File: src/rtl/rf_wb_arbiter.sv
// rf_wb_arbiter: two-requester register-file writeback arbiter.
//   A (ALU) normally wins. B (load / long-latency) gets one cycle of forced
//   priority after waiting STARVE_LIMIT consecutive cycles behind A.
// Ports:
//   clk, rst_n                 clock, async active-low reset
//   a_valid/a_rd/a_data/a_ready  requester A handshake (ready combinational)
//   b_valid/b_rd/b_data/b_ready  requester B handshake (ready combinational)
//   rf_we/rf_wa/rf_wd          registered register-file write port
//   boost                      high while B has forced priority
module rf_wb_arbiter #(
  parameter int STARVE_LIMIT = 4
) (
  input  logic        clk,
  input  logic        rst_n,
  input  logic        a_valid,
  input  logic [4:0]  a_rd,
  input  logic [31:0] a_data,
  output logic        a_ready,
  input  logic        b_valid,
  input  logic [4:0]  b_rd,
  input  logic [31:0] b_data,
  output logic        b_ready,
  output logic        rf_we,
  output logic [4:0]  rf_wa,
  output logic [31:0] rf_wd,
  output logic        boost
);

  localparam logic [3:0] LIM = 4'(STARVE_LIMIT);

  typedef enum logic {NORM, BOOST} state_t;

  state_t      state;
  logic [3:0]  wait_cnt;
  logic [4:0]  wr_rd;
  logic [31:0] wr_data;
  logic        accept;

  // Grant: priority flips to B only while boosted.
  always_comb begin
    a_ready = 1'b0;
    b_ready = 1'b0;
    if (state == BOOST) begin
      b_ready = b_valid;
      a_ready = a_valid & ~b_valid;
    end else begin
      a_ready = a_valid;
      b_ready = b_valid & ~a_valid;
    end
  end

  assign accept  = a_ready | b_ready;
  assign wr_rd   = b_ready ? b_rd   : a_rd;
  assign wr_data = b_ready ? b_data : a_data;

  always_ff @(posedge clk or negedge rst_n) begin
    if (!rst_n) begin
      state    <= NORM;
      wait_cnt <= 4'd0;
      boost    <= 1'b0;
      rf_we    <= 1'b0;
      rf_wa    <= 5'd0;
      rf_wd    <= 32'd0;
    end else begin
      // x0 writes take the grant slot but never reach the register file;
      // address/data only move on a real write so they hold otherwise.
      rf_we <= accept & (wr_rd != 5'd0);
      if (accept && wr_rd != 5'd0) begin
        rf_wa <= wr_rd;
        rf_wd <= wr_data;
      end

      case (state)
        NORM: begin
          if (b_valid && a_ready) begin
            // B lost to A this cycle: count the wait, boost when it hits limit
            // (counter parks at LIM rather than wrapping).
            if (wait_cnt == LIM - 4'd1) begin
              wait_cnt <= LIM;
              state    <= BOOST;
              boost    <= 1'b1;
            end else begin
              wait_cnt <= wait_cnt + 4'd1;
            end
          end else begin
            wait_cnt <= 4'd0;
          end
        end
        BOOST: begin
          if (b_ready || !b_valid) begin
            state    <= NORM;
            boost    <= 1'b0;
            wait_cnt <= 4'd0;
          end
        end
        default: begin
          state    <= NORM;
          boost    <= 1'b0;
          wait_cnt <= 4'd0;
        end
      endcase
    end
  end

endmodule

File: config.mk
export PLATFORM = sky130hd
export DESIGN_NAME = rf_wb_arbiter
export DESIGN_NICKNAME = d
export VERILOG_FILES = /design/src/rtl/rf_wb_arbiter.sv
export SDC_FILE = /design/constraint.sdc
export NUM_CORES = 1
export LEC_CHECK = 0
export CORE_MARGIN = 10
export CORE_UTILIZATION = 45
export CTS_BUF_LIST = sky130_fd_sc_hd__clkbuf_4 sky130_fd_sc_hd__clkbuf_8
export DETAILED_ROUTE_END_ITERATION = 8
export PLACE_DENSITY = 0.89
export REMOVE_ABC_BUFFERS = 1
export SLEW_MARGIN = 20
export SYNTH_ARGS = -nofsm -noshare
export SYNTH_HDL_FRONTEND = slang
export SYNTH_SLANG_ARGS = --single-unit
File: constraint.sdc
create_clock -name clk -period 2.9 [get_ports clk]
set_clock_uncertainty 0.1 [all_clocks]
set_input_delay 0.435 -clock clk [delete_from_list [all_inputs] [get_ports clk]]
set_output_delay 0.435 -clock clk [all_outputs]
set_load 0.02 [all_outputs]
==> results of run 1 <==
[per-layer routing]
metal	vias up	track usage, %	share of wire (%)
met4	0	3.08	0.64
met5	-	0	0
met1	861	17.5	43
met2	82	24.6	47
met3	5	6.70	9.0
li1	868	-	-
[stage by stage]
step	power, W	setup slack (ns)
3_5_place_dp	0.00133	0.272
5_1_grt	0.00178	0.240
6_report	0.00171	0.320
3_3_place_gp	0.00132	0.359
4_1_cts	0.00172	0.313
2_1_floorplan	0.00101	0.345
[cell type report]
class,count,area share [%]
clock buffer,6,2.22
clock inverter,2,0.269
sequential,44,29.6
multi-input combinational,112,31.8
timing repair buffer,122,32.7
tap,70,2.35
inverter,10,1.01
[cell families after synthesis]
kind of cell    Yosys count
flops                    44
simple gates             24
compound gates           16
xor+xnor                  2
buf+inv                  17
mux                      69
fa+ha+maj                 1
[Yosys cell counts (2+ instances only)]
| library cell | number |
|---|---|
| buf_2 | 4 |
| buf_6 | 3 |
| dfrtp_1 | 44 |
| inv_1 | 10 |
| mux2_1 | 4 |
| mux2_2 | 34 |
| mux2_4 | 28 |
| mux2i_1 | 3 |
| nand2_1 | 5 |
| nor2_1 | 6 |
| nor3_1 | 3 |
| o211ai_1 | 2 |
| o221ai_1 | 2 |
| o22ai_1 | 3 |
| o31ai_1 | 2 |
[worst min-delay path by stage]
stage	startpoint	to	slack, ns	cells after the start
2_1_floorplan	rst_n	boost	0.04	0
3_3_place_gp	wait_cnt[0]	wait_cnt[0]	0.35	1
3_5_place_dp	wait_cnt[0]	wait_cnt[0]	0.37	1
4_1_cts	rst_n	rf_wd[12]	0.22	1
5_1_grt	rst_n	rf_wd[12]	0.26	1
6_report	rst_n	rf_wa[1]	0.19	1
[placed cells by master (no fill, tap or decap), drive strengths merged, types with 2 or more instances in the layout]
| master | netlist | routed |
|---|---|---|
| clkbuf | 0 | 6 |
| inv | 10 | 10 |
| o211ai | 2 | 2 |
| buf | 7 | 5 |
| mux2i | 3 | 3 |
| o31ai | 2 | 2 |
| clkdlybuf4s50 | 0 | 117 |
| nor3 | 4 | 4 |
| nor2 | 6 | 6 |
| mux2 | 66 | 66 |
| o22ai | 3 | 3 |
| nand2 | 6 | 6 |
| clkinv | 0 | 2 |
| dfrtp | 44 | 44 |
| o221ai | 2 | 2 |
[power by group through the flow]
stage | clock [W] | sequential (W) | combinational, W
floorplan | 0 | 0.000824 | 0.000189
global placement | 0 | 0.000736 | 0.000587
detailed placement | 0 | 0.000737 | 0.000598
CTS | 0.000394 | 0.000728 | 0.000599
global route | 0.000417 | 0.000738 | 0.000628
finish | 0.000389 | 0.000727 | 0.000590
[sequential cells by signal, summed over array words and instances, names as in the netlist]
name	count
wait_cnt	4
rf_we	1
boost	1
state	1
rf_wd	32
rf_wa	5
==> summary.txt, run 1 <==
Run status
  – Outcome: complete, no violations

Clocking
  – Max Buffers Root-to-Sink: 2
  – Clock latency on the worst-skew pair: 0.29 ns
  – Post-CTS resize count: 0
  – Count of hold-fix buffers inserted at cts: 0
  – Post-CTS Setup Repair Bufs: 0
  – CTS tree: built
  – Number of clock sinks: 44
  – Cts bufs inserted: 5
  – Clock transition at the registers of the reported paths: 0.07 ns
  – H-tree levels: 2
  – CTS root buf: clkbuf_8

Yosys
  – Distinct cells, synth: 35
  – Yosys top cell by area: dfrtp_1
  – Largest family of logic cells by synthesized area: multiplexers
  – Complex-gate fraction of the synthesized area: 5.84%
  – Post-synthesis async set-or-reset flop share: 100%
  – Synth Register Bits: 44
  – Syn avg cell area: 13.7 um2
  – Mapped cell area: 0.00238 mm2
  – Most common flop cell mapped by yosys: dfrtp_1
  – Post-synth EDFFs: 0
  – Adder-cell share of the synthesized area: 0.526%
  – Yosys Warn Count: 0
  – Post-synthesis mux area share: 36.9%
  – Synth top area share: 46.3%
  – Xor/xnor cell area share of the yosys netlist: 0.737%
  – Sequential area share after synthesis: 46.3%
  – Largest cells by area after synthesis: dfrtp_1 (46%), mux2_4 (18%), mux2_2 (16%)
  – Gate Count Post-Synth: 173
  – Post-synthesis simple-gate area fraction: 5.79%

Critical path
  – Reg2reg end: rf_wd[26]
  – Reg2Reg Setup Slack: 0.85 ns
  – Critical path depth: 3
  – Slowest stage cell on the critical path: clkdlybuf4s50_1
  – Critical path class: in -> out
  – Required time of the critical path: 2.37 ns
  – Worst-path cell chain: clkdlybuf4s50_1 -> a21boi_2 -> clkdlybuf4s50_1
  – Crit path launch type: primary input
  – Critical path launch point: a_valid
  – Top cell by count, worst path: clkdlybuf4s50_1
  – Buffers & Inverters on Critical Path: 2
  – Worst R2R Start: state
  – Max stage delay on crit path: 0.66 ns
  – Data arrival, critical path: 2.04 ns
  – CP delay by family, top: buffers and inverters
  – CP endpoint kind: output port
  – R2R depth: 5
  – Crit-path max FO: 8
  – Worst setup endpoint: a_ready

Power
  – Combinational Power Share: 34.6%
  – Flop pwr share: 42.6%
  – Internal power: 0.00123 W
  – P_leak: 1.62 nW
  – Net Sw Frac: 28.2%
  – Maximum vdd ir drop: 0.220 mV
  – Power Dens Cells: 458 mW/mm2
  – Sw Pwr: 0.000481 W
  – Clk network pwr share: 22.8%

Finish
  – FF+latch area: 0.00110 mm2
  – Core Util, Final: 72.9%
  – N_diodes: 0
  – Fin nets: 374
  – # fillers: 384
  – Post-route cell area: 0.00372 mm2
  – P&R area growth vs syn: 56.6%
  – Final Non-Filler Cells: 366
  – Layout cells sized above 1: 27.4%
  – Area of the multi-input gates: 0.00118 mm2

Die
  – Core area: 0.00511 mm2
  – Initial Util: 46.5%
  – Row cnt: 26
  – Die area: 0.00859 mm2
  – Die Y: 92.7 um
  – I/O Pins: 119
  – Die W: 92.7 um

Place
  – HPWL Detailed: 5.34 mm
  – Final Wtd Congestion: 0.839
  – Placement Cell Area: 0.00363 mm2
  – Dpl cells: 358
  – I/O Buffers: 118

Routing
  – Total wire length: 6.58 mm
  – # DRC: 0
  – Post-route ant nets: 0
  – Vias: 1816
  – Via/cell ratio: 4.96
  – Iteration-0 DRC Markers: 40
  – Avg WL per Cell: 18.0 um
  – Iteration count of the initial detailed-routing pass: 6

Timing
  – Final setup fails: 0
  – Hold Slack: 0.185 ns
  – Max Clk Rate: 388 MHz
  – Pins over their slew limit: 0
  – Crit share post-route: 88.9%
  – Setup TNS: 0 ns
  – RSZ-0062 raised after global routing: no
  – Hold Violations, Final: 0
  – Slew HR: 37.2%
  – Fin crit period: 2.58 ns
  – Slew @ Worst Pin: 0.943 ns

Global routing
  – Largest net degree at the start of global routing: 45
  – First-pass GRT wire length: 10.2 mm
  – Vias in the first global route: 1977
  – Total grt overflow: 0
  – Initial antenna violation count: 0
  – GRT Total Usage: 14.9%

Worst hold path
  – Worst Hold Class: in -> async

Job
  – Max-Cap Viols: 0
Power figures use the tool's default switching activity.
==> run 2, diff against run 1 <==
SLEW_MARGIN = 10   (was 20)
==> results of run 2 <==
Final layout, timing and power as in run 1 (identical DEF).
==> run 3, diff against run 2 <==
CAP_MARGIN = 20   (was unset)
CTS_CLUSTER_DIAMETER = 50   (was unset)
GPL_TIMING_DRIVEN = 0   (was unset)
==> summary.txt, run 3 (synthesis gave the netlist of run 1 again) <==
Critical path
  – CP endpoint kind: output port
  – CP delay by family, top: buffers and inverters
  – Worst-path cell chain: clkdlybuf4s50_1 -> nand2_8 -> inv_1 -> clkdlybuf4s50_1
  – Crit-path max FO: 41 (+33)
  – Required time of the critical path: 2.37 ns (about the same)
  – Critical path class: in -> out
  – Reg2Reg Setup Slack: 0.63 ns (-0.22 ns)
  – Slowest stage cell on the critical path: clkdlybuf4s50_1
  – Top cell by count, worst path: clkdlybuf4s50_1
  – Max stage delay on crit path: 0.70 ns (+0.04 ns)
  – Data arrival, critical path: 2.28 ns (+0.24 ns)
  – Buffers & Inverters on Critical Path: 3 (+1)
  – Crit path launch type: primary input

Finish
  – Top Registers: rf_wd: 32 flops, rf_wa: 5 flops, wait_cnt: 4 flops
  – Most common cell after layout, fill and taps aside: clkdlybuf4s50_1
  – Fin nets: 372 (-0.53%)
  – N_diodes: 0 (unchanged)
  – Final Non-Filler Cells: 364 (-0.55%)
  – Commonest non-fill, non-tap cells in the layout: clkdlybuf4s50_1 (116), dfrtp_1 (44), mux2_2 (34), mux2_4 (28), inv_1 (10)
  – P&R area growth vs syn: 58.5%
  – Layout cells sized above 1: 26.9% (-0.49 points)
  – Largest Register: rf_wd
  – Post-route cell area: 0.00377 mm2 (+1.2%)
  – Max FFs per register: 32 (unchanged)

Clocking
  – Clock transition at the registers of the reported paths: 0.08 ns (about the same)
  – Clock latency on the worst-skew pair: 0.29 ns (about the same)
  – Count of hold-fix buffers inserted at cts: 0 (unchanged)
  – Post-CTS Setup Repair Bufs: 0 (unchanged)
  – H-tree levels: 2 (unchanged)
  – Number of clock sinks: 44 (unchanged)
  – Max Buffers Root-to-Sink: 2 (unchanged)
  – CTS tree: built
  – Cts bufs inserted: 5 (unchanged)
  – CTS root buf: clkbuf_8

Routing
  – # DRC: 0 (unchanged)
  – Post-route ant nets: 0 (unchanged)
  – Vias: 1834 (+0.99%)
  – Iteration-0 DRC Markers: 40 (unchanged)
  – Total wire length: 6.85 mm (+4.2%)
  – Avg WL per Cell: 18.8 um (+4.7%)
  – Via/cell ratio: 5.04 (+1.5%)
  – Iteration count of the initial detailed-routing pass: 4 (-2)

Timing
  – Slew @ Worst Pin: 0.559 ns (-0.384 ns)
  – Max Clk Rate: 356 MHz (-8.2%)
  – Crit share post-route: 96.9% (+8.0 points)
  – Fin crit period: 2.81 ns (+0.231 ns)
  – Hold Violations, Final: 0 (unchanged)
  – Slew HR: 62.7% (+26 points)
  – Final setup fails: 0 (unchanged)
  – RSZ-0062 raised after global routing: no
  – Hold Slack: 0.0330 ns (-0.152 ns)
  – Pins over their slew limit: 0 (unchanged)
  – Setup TNS: 0 ns (unchanged)

Place
  – Dpl cells: 356 (-0.56%)
  – Final Wtd Congestion: 0.786 (-6.3%)
  – Placement Cell Area: 0.00363 mm2 (+0.14%)
  – HPWL Detailed: 5.47 mm (+2.4%)
  – I/O Buffers: 118 (unchanged)

Job
  – Max-Cap Viols: 0 (unchanged)

Power
  – P_leak: 1.63 nW (+0.92%)
  – Maximum vdd ir drop: 0.271 mV (+23%)
  – Power Dens Cells: 474 mW/mm2 (+3.4%)

Die
  – Row cnt: 26 (unchanged)
  – Die Y: 92.7 um (unchanged)
  – Core area: 0.00511 mm2 (unchanged)
  – Die area: 0.00859 mm2 (unchanged)
  – I/O Pins: 119 (unchanged)
  – Initial Util: 46.5% (unchanged)
  – Die W: 92.7 um (unchanged)

Global routing
  – Total grt overflow: 0 (unchanged)
  – GRT Total Usage: 15.7% (+0.82 points)
  – Largest net degree at the start of global routing: 42 (-6.7%)
  – First-pass GRT wire length: 10.9 mm (+6.1%)
  – Initial antenna violation count: 0 (unchanged)
  – Vias in the first global route: 2117 (+7.1%)

Worst hold path
  – Worst Hold Class: in -> async

Run status
  – Outcome: complete, no violations
[run 3: cell types whose count changed in the layout (fill, tap and decap cells not counted), sizes merged]
cell and delta:
clkbuf -1, bufinv +1, clkdlybuf4s50 -1, clkinvlp +1
dlymetal6s2s +1, clkinv -1, buf -2
[run 3: path summary, 6_finish.rpt]
check                             from          end  cells past startpoint
hold / removal                   rst_n  wait_cnt[0]                      1
setup reg to reg                 state     rf_wd[0]                      5
hold reg to reg            wait_cnt[0]  wait_cnt[0]                      1
min in group clk           wait_cnt[0]  wait_cnt[0]                      1
setup / recovery               b_valid      b_ready                      4
max in group asynchronous        rst_n    rf_wd[13]                      2
[run 3: metrics by stage]
step	setup WS, ns	total power (W)	utilization [%]
after floorplan	0.345	0.00101	-
after global placement	-0.766	0.00132	70.3
after detailed placement	-0.499	0.00134	71.2
after CTS	0.0435	0.00181	73.6
after global routing	0.0000968	0.00188	73.8
final	0.0890	0.00179	73.8
[run 3: routing by layer]
metal	part of all wire [%]	GRT usage [%]
met1	42	17.9
met2	49	27.3
met3	8.5	6.54
met4	0.64	2.83
met5	0	0
[run 3: layout make-up]
cell class | instances | area [um2]
fill | 381 | 1340
clock buffer | 5 | 68.8
clock inverter | 3 | 42.5
inverter | 10 | 37.5
tap | 70 | 87.6
timing repair buffer | 120 | 1230
multi-input combinational | 112 | 1200
sequential | 44 | 1100
[run 3: report_power, final]
group / internal (W) / total (W) / switching [W]
registers: 0.000686 / 0.000729 / 0.0000434
logic: 0.000352 / 0.000597 / 0.000245
clock network: 0.000255 / 0.000459 / 0.000205
[run 3: what timing repair did]
item                       in CTS  in global routing
hold endpoints to repair        0                  0
gates resized for setup         2                  2
setup endpoints to repair      21                  1
